[config.mk]
export PLATFORM = sky130hd
export DESIGN_NAME = sdhci_cmd_arbiter
export DESIGN_NICKNAME = d
export VERILOG_FILES = /design/src/rtl/sdhci_cmd_arbiter.sv
export SDC_FILE = /design/constraint.sdc
export NUM_CORES = 1
export LEC_CHECK = 0
export BUFFER_PORTS_ARGS = -buffer_cell sky130_fd_sc_hd__buf_2
export CORE_MARGIN = 1
export CORE_UTILIZATION = 56
export DETAILED_ROUTE_END_ITERATION = 7
export PLACE_DENSITY = 0.92
export SLEW_MARGIN = 25
export SYNTH_ARGS = -nofsm -noshare
export SYNTH_HDL_FRONTEND = slang
export SYNTH_SLANG_ARGS = --single-unit
[constraint.sdc]
create_clock -name clk_i -period 8.7 [get_ports clk_i]
set_input_delay 0.87 -clock clk_i [delete_from_list [all_inputs] [get_ports clk_i]]
set_output_delay 0.87 -clock clk_i [all_outputs]
set_load 0.05 [all_outputs]
[src/rtl/sdhci_cmd_arbiter.sv]
// Command arbiter in front of the SD host command sequencer: latches one request
// per source, picks a winner, issues it and routes the response back to its source.
module sdhci_cmd_arbiter #(
  parameter int NumReq       = 3,
  parameter int CmdWidth     = 40,
  parameter int RoundRobin   = 0,
  parameter int AbortOnError = 1
) (
  input  logic                       clk_i,
  input  logic                       rst_i,
  input  logic [NumReq-1:0]          req_i,
  input  logic [NumReq*CmdWidth-1:0] cmd_i,
  input  logic                       abort_i,
  output logic                       seq_valid_o,
  input  logic                       seq_ready_i,
  output logic [CmdWidth-1:0]        seq_cmd_o,
  input  logic                       seq_done_i,
  input  logic                       seq_err_i,
  output logic [NumReq-1:0]          done_o,
  output logic [NumReq-1:0]          err_o,
  output logic [NumReq-1:0]          not_issued_o,
  output logic [NumReq-1:0]          overflow_o,
  output logic                       busy_o
);

  localparam int IdxW = $clog2(NumReq);

  // IDLE: arbitrate | ISSUE: offer winner | WAIT_RESP: await response | ABORT: flush pending
  typedef enum logic [1:0] {
    ST_IDLE,
    ST_ISSUE,
    ST_WAIT_RESP,
    ST_ABORT
  } state_t;

  state_t              r_state;
  state_t              w_state_nxt;
  logic [NumReq-1:0]   r_pending;
  logic [CmdWidth-1:0] r_slot [NumReq];
  logic [IdxW-1:0]     r_winner;
  logic [IdxW-1:0]     r_last;
  logic [NumReq-1:0]   r_ni;
  logic [NumReq-1:0]   r_ovf;

  logic                w_grant;
  logic [NumReq-1:0]   w_pend_nxt;
  logic [NumReq-1:0]   w_ovf_nxt;
  logic [NumReq-1:0]   w_ni_nxt;
  logic [NumReq-1:0]   w_load;
  logic [NumReq-1:0]   w_win_oh;
  logic                w_done_ok;

  logic [2*NumReq-1:0] w_dbl;
  logic [NumReq-1:0]   w_rot;
  logic [IdxW-1:0]     w_pick;
  int                  w_base;

  // Rotate pending so the search always scans upward from w_base; the lowest hit wins.
  always_comb begin
    w_base = 0;
    if (RoundRobin != 0) w_base = (int'(r_last) + 1) % NumReq;
    w_dbl  = {r_pending, r_pending};
    w_rot  = NumReq'(w_dbl >> w_base);
    w_pick = '0;
    for (int k = NumReq - 1; k >= 0; k--) begin
      if (w_rot[k]) w_pick = IdxW'((w_base + k) % NumReq);
    end
  end

  always_comb begin
    w_win_oh           = '0;
    w_win_oh[r_winner] = 1'b1;
  end

  always_comb begin
    w_state_nxt = r_state;
    w_grant     = 1'b0;
    w_pend_nxt  = r_pending;
    w_ovf_nxt   = '0;
    w_ni_nxt    = '0;
    w_load      = '0;
    case (r_state)
      ST_IDLE: begin
        if (|r_pending) begin
          w_state_nxt = ST_ISSUE;
          w_grant     = 1'b1;
        end
      end
      ST_ISSUE: begin
        if (seq_ready_i) begin
          w_state_nxt = ST_WAIT_RESP;
          w_pend_nxt  = r_pending & ~w_win_oh;
        end
      end
      ST_WAIT_RESP: begin
        if (seq_done_i) begin
          w_state_nxt = (seq_err_i && (AbortOnError != 0) && (|r_pending)) ? ST_ABORT : ST_IDLE;
        end
      end
      ST_ABORT: begin
        w_state_nxt = ST_IDLE;
        w_pend_nxt  = '0;
      end
      default: w_state_nxt = ST_IDLE;
    endcase

    // Requests landing in the ABORT cycle are new work, not duplicates.
    for (int i = 0; i < NumReq; i++) begin
      if (req_i[i]) begin
        if (r_pending[i] && (r_state != ST_ABORT)) begin
          w_ovf_nxt[i] = 1'b1;
        end else begin
          w_pend_nxt[i] = 1'b1;
          w_load[i]     = 1'b1;
        end
      end
    end

    if (abort_i) begin
      w_state_nxt = ST_IDLE;
      w_grant     = 1'b0;
      w_pend_nxt  = '0;
      w_ovf_nxt   = '0;
      w_load      = '0;
      if (r_state != ST_ABORT) begin
        w_ni_nxt = r_pending | ((r_state == ST_ISSUE) ? w_win_oh : '0);
      end
    end
  end

  always_ff @(posedge clk_i or posedge rst_i) begin
    if (rst_i) r_state <= ST_IDLE;
    else       r_state <= w_state_nxt;
  end

  always_ff @(posedge clk_i or posedge rst_i) begin
    if (rst_i) begin
      r_pending <= '0;
      r_winner  <= '0;
      r_last    <= IdxW'(NumReq - 1);
      r_ni      <= '0;
      r_ovf     <= '0;
      for (int i = 0; i < NumReq; i++) r_slot[i] <= '0;
    end else begin
      r_pending <= w_pend_nxt;
      r_ni      <= w_ni_nxt;
      r_ovf     <= w_ovf_nxt;
      if (w_grant) begin
        r_winner <= w_pick;
        r_last   <= w_pick;
      end
      for (int i = 0; i < NumReq; i++) begin
        if (w_load[i]) r_slot[i] <= cmd_i[i*CmdWidth +: CmdWidth];
      end
    end
  end

  assign w_done_ok    = (r_state == ST_WAIT_RESP) && seq_done_i && !abort_i;
  assign seq_valid_o  = (r_state == ST_ISSUE);
  assign seq_cmd_o    = seq_valid_o ? r_slot[r_winner] : '0;
  assign done_o       = w_done_ok ? w_win_oh : '0;
  assign err_o        = (w_done_ok && seq_err_i) ? w_win_oh : '0;
  assign not_issued_o = r_ni | ((r_state == ST_ABORT) ? r_pending : '0);
  assign overflow_o   = r_ovf;
  assign busy_o       = (r_state != ST_IDLE) || (|r_pending);

endmodule

Word level (Yosys, flattened, before mapping)
Cells that the tools add are included.
W data, S select, Z words.

operators by class
  reduce and logical (&&, ||, !) cells = 14
  order comparisons = 3
  muxes and demuxes = 47
  bitwise operators = 5
  equality and inequality tests = 7

operators with widths
  cell                  number
  $mux W40              3
  $bmux W40 S2          1
  $mux W3               10
  $mux W1               22
  $mux W2               8
  $logic_and A1 B1 Y1   8
  $pmux W2 S4           1
  $ne A3 B3 Y1 const B  2
  $or A3 B3 Y3          2
  $pmux W3 S2           1
  $eq A2 B2 Y1 const B  2
  $and A3 B3 Y3         1
  $ge A3 B3 Y1 const B  1
  $lt A2 B3 Y1 const B  1
  $ne A3 B2 Y1 const B  1
  $not A2 Y3            1
  $not A3 Y3            1
  $reduce_and A3 Y1     1
  $reduce_or A3 Y1      1
  $demux W1 S2          1
  $eq A2 B1 Y1 const B  1
  $ge A2 B1 Y1 const B  1
  $logic_not A2 Y1      1
  $ne A2 B2 Y1 const B  1
  other kinds (3)       3

word-level totals
  output and inout port bits = 54
  input port bits = 129
  bits in registers = 133
  logic and storage cells = 84

Logic depth before layout (Yosys ltp)
  depth after elaboration = 11
  depth in mapped cells = 6
  mapped depth without buffers = 4

Least setup slack after synthesis
No wires, ideal clock.

  path type = input to output
  from = input port abort_i
  to = output port err_o[0]
  arrival = 2374 ps
  cell stages on the path = 4
  path buffers = 1
  path slack = 5456 ps
  required time = 7830 ps
  path through = clkbuf_1 > nor2b_1 > nand3_1 > nor3_1

on the way
  cells in the longest elaborated chain, start to end = 4

RTL lines
  item                 line  RTL
  from (decl)          13    input logic abort_i,
  $logic_not A1 Y1     158   assign w_done_ok = (r_state == ST_WAIT_RESP) && seq_done_i && !abort_i;
  $logic_and A1 B1 Y1  158
  $logic_and A1 B1 Y1  162   assign err_o = (w_done_ok && seq_err_i) ? w_win_oh : '0;
  $mux W3              162
  to (decl)            20    output logic [NumReq-1:0] err_o,

No other way between the ends.

Final worst setup path
  from = register r_state[0]
  to = output port seq_cmd_o[34]

on the way
  cells in the longest elaborated chain, start to end = 2

RTL lines
  item                    line  RTL
  from (decl)             36    state_t r_state;
  from (signal assigned)  133   else r_state <= w_state_nxt;
  $eq A2 B1 Y1            159   assign seq_valid_o = (r_state == ST_ISSUE);
  $mux W40                160   assign seq_cmd_o = seq_valid_o ? r_slot[r_winner] : '0;
  to (decl)               16    output logic [CmdWidth-1:0] seq_cmd_o,

No other way between the ends.

==> impl_metrics.py <==
metrics = {
    "status": {
        "status": "finished clean",
    },
    "sta": {
        "rsz0062_at_grt": "no",
        "fin_crit_ns": 3.29,
        "slew_violations": 0,
        "whs_ns": 0.487,
        "tightestPinTransition_ns": 0.979,
        "relSlewSlack_pct": 34.8,
        "setup_viol": 0,
        "setup_slack_ns": 5.41,
        "finalCritPeriodShare_pct": 37.8,
        "skew_ns": 0.00933,
        "report.final.hold_viol_count": 0,
        "max_freq_mhz": 304,
        "setup-tns-final_ns": 0,
    },
    "synth": {
        "synth_area_leader_cell": "dfrtp_1",
        "syn_avg_cell_area_um2": 12.2,
        "ys_top_cells_by_area": "dfrtp_1 52%, mux2_2 24%, nand2_1 4.1%",
        "ys_seq_elements": 133,
        "yosys.area_share.adder_pct": 0,
        "synth_compound_area_share_pct": 7.01,
        "synth_edf_count": 0,
        "synthMuxAreaShare_pct": 28.1,
        "ys_warn_count": 0,
        "ys.flop_type": "dfrtp_1",
        "synthXorXnorAreaFrac_pct": 0,
        "syn_nets": 650,
        "synthArstFlopShare_pct": 100,
        "synth_top_family_by_area": "multiplexers",
        "yosysSeqAreaShare_pct": 52.5,
        "netlist_instances": 521,
        "yosysUniqueCellTypes": 30,
        "synthSimpleGateAreaFrac_pct": 8.07,
        "synthDominantCellAreaShare_pct": 52.5,
        "netlist_area_mm2": 0.00634,
    },
    "floorplanning": {
        "die_y_um": 108,
        "rows": 38,
        "core-area_mm2": 0.0109,
        "die_area_mm2": 0.0118,
        "start_util_pct": 58.0,
        "ios": 183,
        "die_w_um": 108,
    },
    "cts": {
        "cts_buffers": 17,
        "ctsResizeCount": 0,
        "root_buffer": "clkbuf_16",
        "htreeDepth": 4,
        "cts_sinks": 133,
        "cts_buffer_depth": 2,
        "post_cts.repair.setup_buffers": 0,
        "ctsHoldBuffers": 0,
        "cts_tree": "built",
        "clock_latency_ns": 0.40,
        "clk_pin_slew_ns": 0.05,
    },
    "worst_setup_path": {
        "critical_path_class": "reg2out",
        "path_max_fanout": 42,
        "cp_data_required_time_ns": 7.83,
        "worstPathArrival_ns": 2.42,
        "startpoint_type": "flop",
        "end_kind": "output pin",
    },
    "min_path": {
        "hold_path.class": "reg2reg",
    },
    "placement": {
        "dp_hpwl_mm": 10.2,
        "dpl_cell_area_mm2": 0.00723,
        "gp_congestion": 0.803,
        "place_ws_ns": 5.86,
        "dp_cells": 810,
        "io_buffers": 182,
    },
    "drt": {
        "drt-initial-drc-count": 241,
        "ant_nets": 0,
        "avgRoutedWirePerCell_um": 17.9,
        "firstDrtPassIters": 6,
        "drc_errors": 0,
        "dr_wl_met2_mm": 7.68,
        "wirelength_mm": 15.0,
        "via_per_inst": 5.61,
        "vias": 4705,
        "top_layer_used": "met4",
        "wl_met1_mm": 6.11,
        "dr_wl_met3_mm": 1.04,
    },
    "grt": {
        "grt_pass1_wl_mm": 23.7,
        "globalRoute.totalOverflow": 0,
        "grt_max_degree": 80,
        "grt_pass1_vias": 4821,
        "antenna_found_initial": 0,
        "globalRouteTotalUtil_pct": 26.9,
    },
    "cells_and_area": {
        "fin_cells": 838,
        "drive_above_1_share_pct": 51.3,
        "area_growth_pct": 23.0,
        "design_area_mm2": 0.00780,
        "diodes": 0,
        "fin_nets": 818,
        "final_util_pct": 71.3,
    },
    "pwr": {
        "totalPowerFinal_mw": 2.17,
        "p_per_area_mw_per_mm2": 278,
        "leakagePower_nw": 3.66,
        "vdd_drop_max_uv": 154,
    },
    "run": {
        "drv_cap": 0,
    },
}
-- synth_stat cells, drive strengths merged, types with 4 or more instances --
master	instances
a21oi	35
buf	31
clkbuf	8
dfrtp	133
inv	4
mux2	144
mux2i	16
nand2	70
nand2b	7
nor2	31
nor3	5
o22a	16
-- kinds of logic after synthesis --
group | Yosys count
muxes | 160
AOI/OAI and AO/OA | 63
DFF | 133
and+or+nand+nor | 122
buffers and inverters | 43
-- metal layers --
metal  vias to the layer above  GRT usage (%)
met5                         -              0
li1                       2155              -
met1                      2336           32.4
met4                         0           9.65
met2                       194           45.9
met3                        20           7.72
-- layout make-up --
cell class,count,area (um^2)
Clock buffer,22,464
Clock inverter,6,105
Fill cell,765,3140
Inverter,4,17.5
Multi-Input combinational cell,345,2750
Sequential cell,133,3330
Tap cell,140,175
Timing Repair Buffer,188,960
-- power by group --
group,switching (mW),leakage [nW],internal [mW]
registers,0.0719,1.58,0.741
clock network,0.239,0.282,0.458
logic,0.389,1.80,0.267
total,0.701,3.66,1.47
-- placed cells by master, fill, tap and decap left out, types with 2 or more instances in the layout --
cell type,instances
mux2_2,134
a31o_2,3
a21oi_1,32
o22a_1,16
mux2_1,10
nor3_1,5
clkbuf_16,17
mux2i_1,16
buf_4,5
o21ai_0,2
nand2_1,69
inv_1,3
clkbuf_8,2
and3_1,3
dfrtp_1,132
buf_2,182
nor2b_1,2
bufinv_16,3
a311oi_1,3
nand2b_1,6
a21oi_4,3
nor2_1,31
clkbuf_1,3
clkinv_2,3
-- final timing paths --
| kind | endpoint | slack (ns) | cells after the start | startpoint |
|---|---|---|---|---|
| setup / recovery | seq_cmd_o[34] | 5.41 | 3 | r_state[0] |
| hold / removal | r_slot[96] | 0.49 | 1 | r_slot[96] |
| min in group asynchronous | r_slot[77] | 0.58 | 2 | rst_i |
| max in group asynchronous | r_winner[1] | 6.95 | 3 | rst_i |
| hold reg to reg | r_slot[96] | 0.49 | 1 | r_slot[96] |
| setup reg to reg | r_slot[104] | 6.19 | 4 | r_state[0] |
-- registers in the layout, indices dropped and copies added, names as in the netlist --
signal / flops
r_state: 2
overflow_o: 3
r_slot: 120
r_ni: 3
r_pending: 3
r_winner: 2
-- worst max-delay path, cell delays in order (launching register included) --
cell and delay [ns]:
dfrtp_1 0.66, nand2b_2 0.65, a21oi_1 0.37, buf_2 0.31
(Power assumes the default switching activity.)
